$ cat src/rtl/uart_rx_param.sv
// ----------------------------------------------------------------------------
// uart_rx_param
//   Parametrised UART receiver with a configurable data width, parity mode and
//   stop-bit count. The oversampling tick is divided down from clk. The
//   receiver rejects false starts and reports parity and framing/break errors.
//   Flags qualify data_out: data is delivered even when a flag is set.
//
// Parameters
//   DATA_BITS   data bits per frame (5..9), LSB first
//   PARITY      0 = none, 1 = even, 2 = odd
//   STOP_BITS   1 or 2
//   CLK_DIV     clk cycles per oversample tick (>= 2)
//   OVERSAMPLE  ticks per bit period (even, >= 4)
//
// Ports
//   clk            system clock, rising edge
//   reset          asynchronous, active-high
//   rx             serial input, idle high, asynchronous to clk
//   data_out       last received word, right-aligned
//   data_ready     1-clk pulse: frame complete, data_out and flags valid
//   parity_error   parity mismatch on last frame (always 0 when PARITY = 0)
//   framing_error  a stop bit was sampled low on last frame
//   busy           high in every state except IDLE
// ----------------------------------------------------------------------------
module uart_rx_param #(
    parameter int DATA_BITS  = 8,
    parameter int PARITY     = 1,
    parameter int STOP_BITS  = 1,
    parameter int CLK_DIV    = 16,
    parameter int OVERSAMPLE = 16
) (
    input  logic                 clk,
    input  logic                 reset,
    input  logic                 rx,
    output logic [DATA_BITS-1:0] data_out,
    output logic                 data_ready,
    output logic                 parity_error,
    output logic                 framing_error,
    output logic                 busy
);

    localparam int DW = $clog2(CLK_DIV);
    localparam int TW = $clog2(OVERSAMPLE);
    localparam int BW = $clog2(DATA_BITS + 1);

    localparam logic [DW-1:0] DIV_LAST   = DW'(CLK_DIV - 1);
    localparam logic [TW-1:0] TICK_HALF  = TW'(OVERSAMPLE / 2 - 1);
    localparam logic [TW-1:0] TICK_LAST  = TW'(OVERSAMPLE - 1);
    localparam logic [BW-1:0] DATA_LAST  = BW'(DATA_BITS - 1);
    localparam logic [BW-1:0] STOP_LAST  = BW'(STOP_BITS - 1);
    localparam logic          ODD_PARITY = (PARITY == 2);

    typedef enum logic [2:0] {
        S_IDLE,
        S_START,
        S_DATA,
        S_PARITY,
        S_STOP,
        S_BREAK
    } state_t;

    state_t                 state_q, state_d;
    logic                   rx_meta_q, rx_meta_d;
    logic                   rxs_q, rxs_d;
    logic                   rxs_prev_q, rxs_prev_d;
    logic [DW-1:0]          div_cnt_q, div_cnt_d;
    logic [TW-1:0]          tick_cnt_q, tick_cnt_d;
    logic [BW-1:0]          bit_cnt_q, bit_cnt_d;
    logic [DATA_BITS-1:0]   shreg_q, shreg_d;
    logic                   perr_frame_q, perr_frame_d;
    logic                   ferr_frame_q, ferr_frame_d;
    logic [DATA_BITS-1:0]   data_out_q, data_out_d;
    logic                   data_ready_q, data_ready_d;
    logic                   parity_error_q, parity_error_d;
    logic                   framing_error_q, framing_error_d;
    logic                   tick;
    logic                   sample;

    always_comb begin
        // NOTE: every variable gets a default before any branch, so no path
        // leaves one unassigned and no latch is inferred.
        state_d         = state_q;
        rx_meta_d       = rx;
        rxs_d           = rx_meta_q;
        rxs_prev_d      = rxs_q;
        div_cnt_d       = div_cnt_q;
        tick_cnt_d      = tick_cnt_q;
        bit_cnt_d       = bit_cnt_q;
        shreg_d         = shreg_q;
        perr_frame_d    = perr_frame_q;
        ferr_frame_d    = ferr_frame_q;
        data_out_d      = data_out_q;
        data_ready_d    = 1'b0;
        parity_error_d  = parity_error_q;
        framing_error_d = framing_error_q;
        tick            = 1'b0;
        sample          = 1'b0;

        // Free-running divider; realigned to the start edge below.
        if (div_cnt_q == DIV_LAST) begin
            div_cnt_d = '0;
            tick      = 1'b1;
        end else begin
            div_cnt_d = div_cnt_q + 1'b1;
        end

        // START samples half a bit in; every later sample is one full bit
        // after the previous one, which keeps all samples at mid-bit.
        if (state_q != S_IDLE && tick) begin
            if (state_q == S_START) begin
                sample = (tick_cnt_q == TICK_HALF);
            end else begin
                sample = (tick_cnt_q == TICK_LAST);
            end
            tick_cnt_d = sample ? '0 : tick_cnt_q + 1'b1;
        end

        case (state_q)
            S_IDLE: begin
                if (rxs_prev_q && !rxs_q) begin
                    state_d    = S_START;
                    div_cnt_d  = '0;
                    tick_cnt_d = '0;
                end
            end
            S_START: begin
                if (sample) begin
                    if (!rxs_q) begin
                        state_d      = S_DATA;
                        bit_cnt_d    = '0;
                        perr_frame_d = 1'b0;
                        ferr_frame_d = 1'b0;
                    end else begin
                        state_d = S_IDLE;
                    end
                end
            end
            S_DATA: begin
                if (sample) begin
                    // LSB arrives first, so shifting in at the top leaves the
                    // word right-aligned after DATA_BITS samples.
                    shreg_d = {rxs_q, shreg_q[DATA_BITS-1:1]};
                    if (bit_cnt_q == DATA_LAST) begin
                        bit_cnt_d = '0;
                        state_d   = (PARITY != 0) ? S_PARITY : S_STOP;
                    end else begin
                        bit_cnt_d = bit_cnt_q + 1'b1;
                    end
                end
            end
            S_PARITY: begin
                if (sample) begin
                    perr_frame_d = (^shreg_q) ^ rxs_q ^ ODD_PARITY;
                    state_d      = S_STOP;
                end
            end
            S_STOP: begin
                if (sample) begin
                    ferr_frame_d = ferr_frame_q | ~rxs_q;
                    if (bit_cnt_q == STOP_LAST) begin
                        data_out_d      = shreg_q;
                        parity_error_d  = perr_frame_q;
                        framing_error_d = ferr_frame_q | ~rxs_q;
                        data_ready_d    = 1'b1;
                        // A low final stop bit means the line may be in
                        // break; hold off new starts until it returns high.
                        state_d         = rxs_q ? S_IDLE : S_BREAK;
                    end else begin
                        bit_cnt_d = bit_cnt_q + 1'b1;
                    end
                end
            end
            S_BREAK: begin
                if (rxs_q) begin
                    state_d = S_IDLE;
                end
            end
            default: state_d = S_IDLE;
        endcase
    end

    // NOTE: sequential state uses non-blocking assignments so every flop
    // samples its pre-edge inputs regardless of statement order.
    always_ff @(posedge clk or posedge reset) begin
        if (reset) begin
            state_q         <= S_IDLE;
            rx_meta_q       <= 1'b1;
            rxs_q           <= 1'b1;
            rxs_prev_q      <= 1'b1;
            div_cnt_q       <= '0;
            tick_cnt_q      <= '0;
            bit_cnt_q       <= '0;
            shreg_q         <= '0;
            perr_frame_q    <= 1'b0;
            ferr_frame_q    <= 1'b0;
            data_out_q      <= '0;
            data_ready_q    <= 1'b0;
            parity_error_q  <= 1'b0;
            framing_error_q <= 1'b0;
        end else begin
            state_q         <= state_d;
            rx_meta_q       <= rx_meta_d;
            rxs_q           <= rxs_d;
            rxs_prev_q      <= rxs_prev_d;
            div_cnt_q       <= div_cnt_d;
            tick_cnt_q      <= tick_cnt_d;
            bit_cnt_q       <= bit_cnt_d;
            shreg_q         <= shreg_d;
            perr_frame_q    <= perr_frame_d;
            ferr_frame_q    <= ferr_frame_d;
            data_out_q      <= data_out_d;
            data_ready_q    <= data_ready_d;
            parity_error_q  <= parity_error_d;
            framing_error_q <= framing_error_d;
        end
    end

    assign data_out      = data_out_q;
    assign data_ready    = data_ready_q;
    assign parity_error  = parity_error_q;
    assign framing_error = framing_error_q;
    assign busy          = (state_q != S_IDLE);

endmodule

$ cat config.mk
export PLATFORM = sky130hd
export DESIGN_NAME = uart_rx_param
export DESIGN_NICKNAME = d
export VERILOG_FILES = /design/src/rtl/uart_rx_param.sv
export SDC_FILE = /design/constraint.sdc
export NUM_CORES = 1
export LEC_CHECK = 0
export BUFFER_PORTS_ARGS = -buffer_cell sky130_fd_sc_hd__buf_2
export CORE_MARGIN = 10
export CORE_UTILIZATION = 25
export CTS_CLUSTER_SIZE = 28
export DETAILED_ROUTE_END_ITERATION = 7
export HOLD_SLACK_MARGIN = 0.02
export PLACE_DENSITY = 0.39
export SLEW_MARGIN = 20
export SYNTH_ARGS = -nofsm -noshare
export SYNTH_HDL_FRONTEND = slang
export SYNTH_SLANG_ARGS = --single-unit
$ cat constraint.sdc
create_clock -name clk -period 4.6 [get_ports clk]
set_input_delay 0.92 -clock clk [delete_from_list [all_inputs] [get_ports clk]]
set_output_delay 0.92 -clock clk [all_outputs]
set_load 0.005 [all_outputs]
==> results.cfg, run 1 <==
[die]
fp.dieW_um = 108
io_pins = 15
design.die.area_mm2 = 0.0117
coreArea_mm2 = 0.00765
die_h_um = 108
row_count = 32
start_util_pct = 25.4

[timing]
slew_headroom_pct = 63.2
worstMarginPinSlew_ns = 0.551
clock_skew_ns = 0.00878
worst_slack_ns = 1.98
hold_viol_final = 0
period_needed_ns = 2.62
fin_crit_sh_pct = 56.9
maxSlewViolCount = 0
setup_violations = 0
fmax_mhz = 382
rsz0062_at_grt = no
tns_ns = 0

[grt]
antenna_found_initial = 0
grt_pass1_vias = 1310
groute.usage.overall_pct = 7.04
grt_overflow = 0
grt_max_degree = 29
grt_pass1_wl_um = 6590

[cells_and_area]
area_growth_pct = 14.0
layoutNonFillerInstCount = 282
diodes = 0
utilization_pct = 29.0
drive_gt1_share_pct = 28.9
layout.nets = 186
nFillCells = 790

[placement]
routabilityCongestion = 0.815
port_buffers = 14
placed_cells = 274
dp_slack_ns = 1.99
dp_hpwl_um = 2830

[cts]
ctsRootBufferMaster = clkbuf_8
cts_buffers = 5
clk_latency_ns = 0.29
tritoncts = built
ctsHoldBuffers = 0
clockBufferDepth = 2
htreeDepth = 2
clock_sinks = 39
post_cts_buffers = 0
ctsResizeCount = 0
clkSlewWorstSetupHoldPaths_ns = 0.08

[critical_path]
critical_path.startpoint = state_q[0]
required_ns = 4.78
rr_worst_depth = 4
setup.worst_path.end = shreg_q[4]
arrival_ns = 2.80
worst_setup_path_end_kind = flip-flop
r2r_slack_ns = 1.98
r2r-start = state_q[0]
r2r_end = shreg_q[4]
crit_path_start_kind = flip-flop
worstPathMaxFanout = 15
crit_type = reg -> reg

[detailed_routing]
ant_nets = 0
vias = 1308
drt-initial-drc-count = 67
drc = 0
vias_per_cell = 4.64
wl_per_cell_um = 13.6
firstDrtPassIters = 4
routed_wl_um = 3850

[yosys]
yosysWarnings = 0
ys_seq_area_share_pct = 50.4
mappedNetlistNets = 172
synth_top_area_share_pct = 46.3
syn_inst = 165
netlist_top_cells_area = dfrtp_1 46%, mux2_2 6.9%, mux2_4 6.2%
netlist_area_mm2 = 0.00194
synth_seq_cells = 39
synth.avg_cell_area_um2 = 11.8
synthDistinctLibCells = 41
yosysTopAreaCell = dfrtp_1

[power_and_ir_drop]
p_leak_uw = 0.00103
p_per_area_mw_per_mm2 = 361
irDropWorstVdd_mv = 0.107

[hold_path]
hold_class = reg -> reg

[run_status]
status = finished clean

[flow_run]
maxCapViolCount = 0
layout by cell type, fill, tap and decap left out, drive strengths merged, types with 2 or more instances in the layout:
| master | synthesis | routed |
|---|---|---|
| o22ai | 2 | 2 |
| nand3 | 6 | 6 |
| a2111oi | 2 | 2 |
| nor3 | 9 | 9 |
| a31oi | 3 | 3 |
| nand2 | 3 | 3 |
| dfrtp | 36 | 36 |
| clkinv | 0 | 2 |
| a21oi | 5 | 5 |
| a211o | 2 | 2 |
| inv | 10 | 10 |
| nor3b | 3 | 3 |
| dfstp | 3 | 3 |
| xnor2 | 9 | 9 |
| and3 | 6 | 6 |
| a311oi | 2 | 2 |
| nor2 | 8 | 8 |
| buf | 3 | 15 |
| o21ai | 4 | 4 |
| mux2 | 20 | 20 |
| nor2b | 4 | 4 |
| a211oi | 2 | 2 |
| clkbuf | 5 | 5 |
| ha | 4 | 4 |
how the worst min path moves through the flow:
stage | cells after the start | endpoint | startpoint | slack (ns)
after floorplan | 0 | rxs_prev_d | rx_meta_q | 0.35
after global placement | 0 | rxs_prev_d | rx_meta_q | 0.35
after detailed placement | 0 | rxs_prev_d | rx_meta_q | 0.35
after CTS | 0 | rxs_prev_d | rx_meta_q | 0.36
after global routing | 0 | rxs_prev_d | rx_meta_q | 0.36
final | 0 | rxs_prev_d | rx_meta_q | 0.36
state kept, by name, indices dropped and copies added (netlist names):
signal         flops
div_cnt_q          4
rxs_prev_q         1
rx_meta_q          1
tick_cnt_q         4
bit_cnt_q          4
framing_error      1
data_ready         1
shreg_q            8
state_q            3
ferr_frame_q       1
rxs_prev_d         1
perr_frame_q       1
data_out           8
parity_error       1
power by group:
| group | internal (uW) | leakage (uW) | switching (uW) | total [uW] |
|---|---|---|---|---|
| Sequential | 375 | 0.000520 | 36.0 | 411 |
| Clock | 162 | 0.0000581 | 125 | 286 |
| Combinational | 50.1 | 0.000448 | 54.0 | 104 |
cell families (layout without fill, tap and decap cells):
family	Yosys count	count (layout)	share of synthesized area [%]
adder cells (fa/ha/maj)	4	4	2.57
AND/OR/NAND/NOR	45	45	13.1
flip-flops	39	39	50.4
buffers and inverters	18	33	4.31
AO/OA/AOI/OAI	28	28	10.8
multiplexers	20	20	13.1
XOR/XNOR	11	11	5.66
synth_stat cells:
master / instances
dfrtp_1: 36
mux2_2: 12
inv_1: 10
nor3_1: 9
xnor2_1: 9
mux2_4: 8
nor2_1: 8
nand3_1: 6
a21oi_1: 5
and3_1: 5
clkbuf_1: 5
ha_1: 4
nor2b_1: 4
o21ai_0: 4
a31oi_1: 3
dfstp_2: 3
nand2_1: 3
nor3b_1: 3
a2111oi_0: 2
a211o_1: 2
a311oi_1: 2
buf_6: 2
o22ai_1: 2
a211oi_1: 1
a211oi_4: 1
a21bo_2: 1
a21o_1: 1
a221o_2: 1
a41oi_1: 1
and3_2: 1
buf_2: 1
nand2b_1: 1
nand3b_1: 1
nor4_1: 1
nor4bb_1: 1
o2bb2ai_1: 1
o31ai_1: 1
or3b_2: 1
or4b_4: 1
xnor3_1: 1
xor2_1: 1
final cells by class:
type	count	area [um2]	area share, %
timing repair buffer	15	77.6	3.50
clock inverter	3	43.8	1.98
inverter	10	37.5	1.69
multi-input combinational	108	881	39.8
clock buffer	5	68.8	3.11
sequential	39	980	44.2
tap	102	128	5.76
metrics by stage:
stage	hold WS [ns]	total power, uW	instance area [um2]
global placement	0.347	512	2100
floorplan	0.345	492	1940
global route	0.361	856	2220
detailed placement	0.347	521	2100
finish	0.357	801	2220
CTS	0.359	816	2220
worst max-delay path, stage by stage (launching register included):
cell	delay, ns
dfrtp_1	0.60
or4b_4	0.54
a211oi_4	0.43
and3_1	0.59
mux2_4	0.34
metal layers:
metal  vias up  global-route usage (%)  share of wire [%]
met4         0                    3.24                1.8
li1        617                       -                  -
met3         7                    2.26                4.5
met2        21                    10.4                 46
met1       663                    9.09                 47
met5         -                       0                  0
(Power assumes the default switching activity.)
==> run 2: changes to the inputs <==
--- a/config.mk
+++ b/config.mk
@@ -11,7 +11,7 @@
 export CTS_CLUSTER_SIZE = 28
 export DETAILED_ROUTE_END_ITERATION = 7
 export HOLD_SLACK_MARGIN = 0.02
-export PLACE_DENSITY = 0.39
+export PLACE_DENSITY = 0.4
 export SLEW_MARGIN = 20
 export SYNTH_ARGS = -nofsm -noshare
 export SYNTH_HDL_FRONTEND = slang
==> constraint.sdc (replaced) <==
create_clock -name clk -period 2.1 [get_ports clk]
set_input_delay 0.42 -clock clk [delete_from_list [all_inputs] [get_ports clk]]
set_output_delay 0.42 -clock clk [all_outputs]
set_load 0.005 [all_outputs]
==> results.cfg, run 2 (synthesis gave the netlist of run 1 again) <==
[detailed_routing]
vias = 1339
firstDrtPassIters = 4
drt-initial-drc-count = 117
drc = 0
wl_per_cell_um = 13.6
ant_nets = 0
routed_wl_um = 4000
vias_per_cell = 4.55

[timing]
setup_violations = 0
clock_skew_ns = 0.00880
fmax_mhz = 498
fin_crit_sh_pct = 95.5
maxSlewViolCount = 0
hold_viol_final = 0
rsz0062_at_grt = no
slew_headroom_pct = 67.5
period_needed_ns = 2.01
worstMarginPinSlew_ns = 0.488

[cts]
htreeDepth = 2
clockBufferDepth = 2
clock_sinks = 39
clk_latency_ns = 0.29
ctsHoldBuffers = 0
ctsRootBufferMaster = clkbuf_8
cts_buffers = 5
tritoncts = built
clkSlewWorstSetupHoldPaths_ns = 0.08

[critical_path]
arrival_ns = 2.19
crit_type = reg -> reg
crit_path_start_kind = flip-flop
rr_worst_depth = 5
worst_setup_path_end_kind = flip-flop
worstPathMaxFanout = 8
required_ns = 2.28

[hold_path]
hold_class = in -> reg
hold-path-cell-count = 1

[grt]
grt_pass1_vias = 1434
grt_max_degree = 40
grt_overflow = 0
grt_pass1_wl_um = 6870
antenna_found_initial = 0
groute.usage.overall_pct = 7.29

[power_and_ir_drop]
p_int_uw = 1300
power_frac_comb_pct = 15.3
seq_power_share_pct = 50.3
irDropWorstVdd_mv = 0.465
p_leak_uw = 0.00109
p_total_uw = 1770
p_per_area_mw_per_mm2 = 751
switching_power_uw = 466
pwr-share-clk_pct = 34.5
p_sw_share_pct = 26.4

[cells_and_area]
layout.nets = 198
nFillCells = 778
diodes = 0
drive_gt1_share_pct = 34.9
layout_common_cells = 35 x dfrtp_1, 14 x buf_2, 12 x mux2_2, 11 x buf_4, 10 x inv_1
stdcell_area_mm2 = 0.00235
final_common_cell = dfrtp_1
area_growth_pct = 20.8
layoutNonFillerInstCount = 294

[die]
io_pins = 15
die_h_um = 108
fp.dieW_um = 108
design.die.area_mm2 = 0.0117
start_util_pct = 25.4
row_count = 32
coreArea_mm2 = 0.00765

[placement]
port_buffers = 14
dpl-instance-area_mm2 = 0.00220
placed_cells = 284
dp_hpwl_um = 2970
routabilityCongestion = 0.784

[run_status]
status = finished clean

[flow_run]
maxCapViolCount = 0
-- run 2: area by class of cell --
class	instances	area, um2	area share (%)
multi-input combinational	108	898	38.2
timing repair buffer	27	193	8.20
clock buffer	5	68.8	2.93
sequential	39	981	41.7
clock inverter	3	43.8	1.86
tap	102	128	5.43
inverter	10	37.5	1.60
-- run 2: power groups by stage --
stage	registers, uW	clock network [uW]	logic, uW
final	887	609	269
after floorplan	884	0	194
after detailed placement	901	0	262
after global routing	898	674	309
after CTS	885	640	267
after global placement	892	0	243
-- run 2: path summary, 6_finish.rpt --
| check | slack (ns) | startpoint | end |
|---|---|---|---|
| min in group asynchronous | 0.24 | reset | perr_frame_q |
| worst max-delay path | 0.09 | state_q[1] | shreg_q[7] |
| max in group asynchronous | 1.50 | reset | bit_cnt_q[0] |
| worst min register to register | 0.36 | rx_meta_q | rxs_prev_d |
| worst min-delay path | 0.23 | rx | rx_meta_q |
| worst max register to register | 0.09 | state_q[1] | shreg_q[7] |
-- run 2: critical path: stages (launching register included) --
cell and delay [ns]:
dfrtp_1 0.39, or4b_4 0.56, a211oi_4 0.26, and3_1 0.24
buf_12 0.15, mux2_4 0.30
-- run 2: layer usage --
metal  routed length, um  vias up  global-route usage (%)  share of wire, %
li1                    -      639                       -                 -
met1                1770      664                    8.45                44
met2                1960       29                    12.2                49
met3                 206        7                    2.44               5.2
met4                  58        0                    2.86               1.5
met5                   0        -                       0                 0
-- run 2: stage by stage --
stage / TNS (ns) / hold slack (ns) / utilization [%] / setup slack, ns
final: 0 / 0.235 / 30.7 / 0.0936
after CTS: 0 / 0.225 / 30.3 / 0.0216
after global routing: 0 / 0.223 / 30.7 / 0.0252
after floorplan: -0.0175 / 0.345 / - / -0.00219
after detailed placement: 0 / 0.348 / 28.8 / 0.0355
after global placement: 0 / 0.346 / 28.8 / 0.0423
-- run 2: repair_timing --
item,4_1_cts,5_1_grt
setup endpoints to repair,0,7
resized for setup,0,6
setup buffers,0,2
